### config.mk
export PLATFORM = sky130hd
export DESIGN_NAME = parity_stream_unit
export DESIGN_NICKNAME = d
export VERILOG_FILES = /design/src/rtl/parity_stream_unit.sv
export SDC_FILE = /design/constraint.sdc
export NUM_CORES = 1
export LEC_CHECK = 0
export CAP_MARGIN = 20
export CORE_MARGIN = 2
export CORE_UTILIZATION = 52
export DETAILED_ROUTE_END_ITERATION = 8
export PLACE_DENSITY_LB_ADDON = 0.15
export SLEW_MARGIN = 20
export SYNTH_ARGS = -nofsm -noshare
export SYNTH_HDL_FRONTEND = slang
export SYNTH_SLANG_ARGS = --single-unit
### constraint.sdc
create_clock -name clk -period 2.7 [get_ports clk]
set_input_delay 0.54 -clock clk [delete_from_list [all_inputs] [get_ports clk]]
set_output_delay 0.54 -clock clk [all_outputs]
set_load 0.01 [all_outputs]
### src/rtl/parity_stream_unit.sv
// Streaming parity generator/checker with frame (column) parity.
// One output register stage on a valid/ready stream.
module parity_stream_unit #(
  parameter int unsigned WIDTH = 8,
  parameter int unsigned ODD   = 0,
  parameter int unsigned CNT_W = 8
) (
  input  logic             clk,
  input  logic             rst_n,
  input  logic             mode,
  input  logic             s_valid,
  output logic             s_ready,
  input  logic [WIDTH-1:0] s_data,
  input  logic             s_par,
  input  logic             s_last,
  output logic             m_valid,
  input  logic             m_ready,
  output logic [WIDTH-1:0] m_data,
  output logic             m_par,
  output logic             m_err,
  output logic             m_last,
  output logic [WIDTH-1:0] m_frame_par,
  output logic [CNT_W-1:0] err_count,
  input  logic             clr_count
);

  typedef enum logic {
    IDLE     = 1'b0,
    IN_FRAME = 1'b1
  } state_t;

  localparam logic             ODD_B   = (ODD != 0);
  localparam logic [CNT_W-1:0] CNT_ONE = CNT_W'(1);
  localparam logic [CNT_W-1:0] CNT_MAX = '1;

  state_t           state_q;
  state_t           state_d;
  logic             mode_q;
  logic             eff_mode;
  logic [WIDTH-1:0] acc_q;
  logic             accept;
  logic             par;
  logic             err;
  logic [WIDTH-1:0] fpar;

  assign s_ready = !m_valid || m_ready;
  assign accept  = s_valid && s_ready;

  // Frame state register
  always_ff @(posedge clk or negedge rst_n) begin
    if (!rst_n) begin
      state_q <= IDLE;
    end else begin
      state_q <= state_d;
    end
  end

  // Frame state transitions on accepted beats
  always_comb begin
    state_d = state_q;
    if (accept) begin
      if (s_last) begin
        state_d = IDLE;
      end else begin
        state_d = IN_FRAME;
      end
    end
  end

  // Beat results: first beat uses live mode, later beats the latched one
  always_comb begin
    eff_mode = (state_q == IDLE) ? mode : mode_q;
    par      = (^s_data) ^ ODD_B;
    err      = eff_mode && (s_par ^ par);
    fpar     = s_last ? (acc_q ^ s_data) : '0;
  end

  // Mode latch and column parity accumulator
  always_ff @(posedge clk or negedge rst_n) begin
    if (!rst_n) begin
      mode_q <= 1'b0;
      acc_q  <= '0;
    end else if (accept) begin
      if (state_q == IDLE) begin
        mode_q <= mode;
      end
      acc_q <= s_last ? '0 : (acc_q ^ s_data);
    end
  end

  // Output register stage
  always_ff @(posedge clk or negedge rst_n) begin
    if (!rst_n) begin
      m_valid     <= 1'b0;
      m_data      <= '0;
      m_par       <= 1'b0;
      m_err       <= 1'b0;
      m_last      <= 1'b0;
      m_frame_par <= '0;
    end else if (accept) begin
      m_valid     <= 1'b1;
      m_data      <= s_data;
      m_par       <= par;
      m_err       <= err;
      m_last      <= s_last;
      m_frame_par <= fpar;
    end else if (m_ready) begin
      m_valid <= 1'b0;
    end
  end

  // Saturating error counter; clear wins but still counts a same-cycle error
  always_ff @(posedge clk or negedge rst_n) begin
    if (!rst_n) begin
      err_count <= '0;
    end else if (clr_count) begin
      err_count <= (accept && err) ? CNT_ONE : '0;
    end else if (accept && err && (err_count != CNT_MAX)) begin
      err_count <= err_count + CNT_ONE;
    end
  end

endmodule
==> results.md <==
- Vias per inst: 5.180
- Slew headroom: 0.4518
- Post-Syn Nets: 215
- Compound-Gate Fraction of Synth Area: 0.1324
- Final nets: 259
- GR peak layer: met2
- Final Setup Violations: 0
- Clk_skew: 0.007327 ns
- Yosys reg bits: 38
- Post-Synth XOR/XNOR Area: 0.08418
- Largest family of logic cells by synthesized area: simple AND/OR/NAND/NOR gates
- Core Area: 0.003363 mm²
- Post-synthesis instance area: 0.001843 mm²
- Clk buf depth: 2
- Final core occ: 0.7094
- Share of layout cells above drive strength 1: 0.06584
- Seq pwr share: 0.500
- Min Tclk post-route: 2.289 ns
- Die Y-Extent: 63.54 µm
- Gpl congestion: 0.7570
- CP required: 2.16 ns
- RSZ-0062 raised after global routing: false
- Worst setup margin: 0.4107 ns
- HP Class: input pin to asynchronous set/reset pin
- Skew-Pair Late Insertion Delay: 0.34 ns
- Sequential share of the synthesized area: 0.5160
- Clk pwr share: 0.212
- Starting Density: 0.5480
- Final worst-path cycle share: 0.8479
- GRT met3 Usage: 0.05714
- Worst Reg-to-Reg Cells: 6
- Critical path class: input pin to output port
- Total GRT Usage: 0.2070
- Hold Fails Final Rpt: 0
- Worst VDD drop: 0.4664 mV
- Die ar.: 0.004037 mm²
- # clock sinks: 38
- Net switching power figure: 456.7 µW
- Number of global-route vias before repair: 1,458
- Register-to-register setup slack: 0.93 ns
- Area delta synth->final: 29.46%
- Net Sw Frac: 0.3110
- Ports: 45
- Post-Syn Instances: 198
- First-pass DRT Iterations: 4
- Total power: 1.468 mW
- R2r endpoint: err_count[5]$_DFFE_PN0P_
- FP Rows: 21
- Comb pwr share: 0.288
- Root Buffer: clkbuf_4
- Port-buffer cells: 44
- Post-Route WL: 3.747 mm
- Num CTS Buffers: 5
- Syn_area_per_cell: 9.308 µm²
- Post-Synth Simple-Gate Area: 0.1785
- Power Internal: 1.012 mW
- DRT antenna net count: 0
- Largest net degree at the start of global routing: 55
- Hpwl dp: 2.658 mm
- Overflow after GRT: 0
- Post-CTS Hold Buffers: 0
- Dpl ws: 0.04430 ns
- Critical path arrival: 1.75 ns
- Crit path to: s_ready
- Initial DRC Count: 51
- Clock transition at path regs: 0.11 ns
- Worst-margin pin slew: 0.8223 ns
- Max Fclk: 436.8 MHz
- Distinct cells, synth: 29
- Post-CTS sizing: 0
- Diode count: 0
- DP Area: 0.002326 mm²
- Setup Fix Bufs, Post-CTS: 0
- Critical Path Start: m_ready
- Critical R2R Launch: state_q$_DFFE_PN0P_
- CP startpoint kind: input pin
- Die width: 63.54 µm
- DRC viols: 0
- First-pass GRT wire length: 6.520 mm
- GR Util met1: 0.2627
- Outcome: finished, final reports clean
- Initial antenna violation count: 0
- Final setup TNS: 0 ns
- Worst Path Max Fanout: 6
- Met2 usage: 0.3355
- Static Leak: 1.032 nW
- Post-Synth Adder-Cell Area: 0.006789
- Crit. End Element: output port
- PwrDens: 615.4 mW/mm²
- WL/cell: 12.97 µm
- Synth warnings: 0
- Vias: 1,497
- Post-route cell area: 0.002386 mm²
- Multiplexer share of the synthesized area: 0.03530
- Htree depth: 2
- Max Slew Vio Count: 0
- Number of max-cap violations: 0
- CTS tree: yes
## synthesized netlist by cell type
cell type   n  area share
xnor3_2     1       0.013
mux2_2      4       0.024
o21ai_0    26       0.071
o32ai_1     1      0.0048
nor4b_1     1      0.0048
dfrtp_1    38        0.52
and4_1      1      0.0048
mux2i_1     2       0.011
clkbuf_1    9       0.018
nor3b_1     2      0.0081
buf_6       1      0.0061
a2bb2oi_1   1      0.0048
a21oi_1    12       0.033
a31oi_1     1      0.0034
or3_1       1      0.0034
o31ai_1     3       0.012
nor2b_1     2      0.0068
xnor2_1     7       0.033
xor2_1      8       0.038
ha_1        1      0.0068
nand2b_1    3       0.010
or4_1       2      0.0081
nand4_1     2      0.0068
nand3_1     4       0.011
o21bai_1    1      0.0041
nor3_1     10       0.027
inv_1      11       0.022
nand2_1    39       0.079
nor2_1      4      0.0081
## cells by family after synthesis
group,after synthesis
simple gates,71
compound gates,45
flops,38
buf+inv,21
xor+xnor,16
mux,6
fa+ha+maj,1
## power by group through the flow
stage	sequential, mW	clock, mW	combinational [mW]
4_1_cts	0.735	0.315	0.429
2_1_floorplan	0.760	0	0.205
3_5_place_dp	0.746	0	0.425
5_1_grt	0.750	0.340	0.466
3_3_place_gp	0.737	0	0.410
6_report	0.734	0.311	0.423
## flip-flops by register name, indices dropped and copies added (netlist names)
| register | flops |
|---|---|
| acc_q | 8 |
| err_count | 8 |
| m_data | 8 |
| m_err | 1 |
| m_frame_par | 8 |
| m_last | 1 |
| m_par | 1 |
| m_valid | 1 |
| mode_q | 1 |
| state_q | 1 |
## routing by layer
metal,share of wire,up-vias,wire length (µm)
li1,-,757,-
met1,0.45,690,1696
met2,0.48,43,1804
met3,0.049,7,183
met4,0.017,0,62
met5,0,-,0
## how the worst min path moves through the flow
stage | to | cells after the start | start
detailed placement | m_data[7]$_DFFE_PN0P_ | 2 | m_data[7]$_DFFE_PN0P_
CTS | acc_q[1]$_DFFE_PN0P_ | 1 | rst_n
floorplan | acc_q[0]$_DFFE_PN0P_ | 0 | rst_n
finish | acc_q[1]$_DFFE_PN0P_ | 1 | rst_n
global placement | m_frame_par[2]$_DFFE_PN0P_ | 2 | m_frame_par[2]$_DFFE_PN0P_
global route | m_data[6]$_DFFE_PN0P_ | 1 | rst_n
## layout by cell type (no fill, tap or decap), types with 5 or more instances in the layout
master           instances
clkdlybuf4s50_1         43
nand2_1                 39
dfrtp_1                 38
o21ai_0                 26
a21oi_1                 12
inv_1                   11
nor3_1                  10
xor2_1                   8
xnor2_1                  7
clkbuf_4                 5
## cell type report
| class | instances | area [µm²] |
|---|---|---|
| repair buffers | 47 | 470.5 |
| inverters | 11 | 41.29 |
| clock buffers | 7 | 55.05 |
| fillers | 281 | 977.2 |
| multi-input cells | 139 | 805.8 |
| clock inverters | 1 | 5.005 |
| flip-flops and latches | 38 | 950.9 |
| well taps | 46 | 57.56 |
## through the flow
| step | cells | hold WS [ns] |
|---|---|---|
| after floorplan | 198 | 0.2444 |
| after global placement | 281 | 0.4595 |
| after detailed placement | 281 | 0.4740 |
| after CTS | 289 | 0.3099 |
| after global routing | 289 | 0.3383 |
| final | 289 | 0.2765 |
## worst max-delay path: stages
cell	delay, ns
clkdlybuf4s50_1	0.44
nand2b_1	0.20
clkdlybuf4s50_1	0.57
Power figures use the tool's default switching activity.
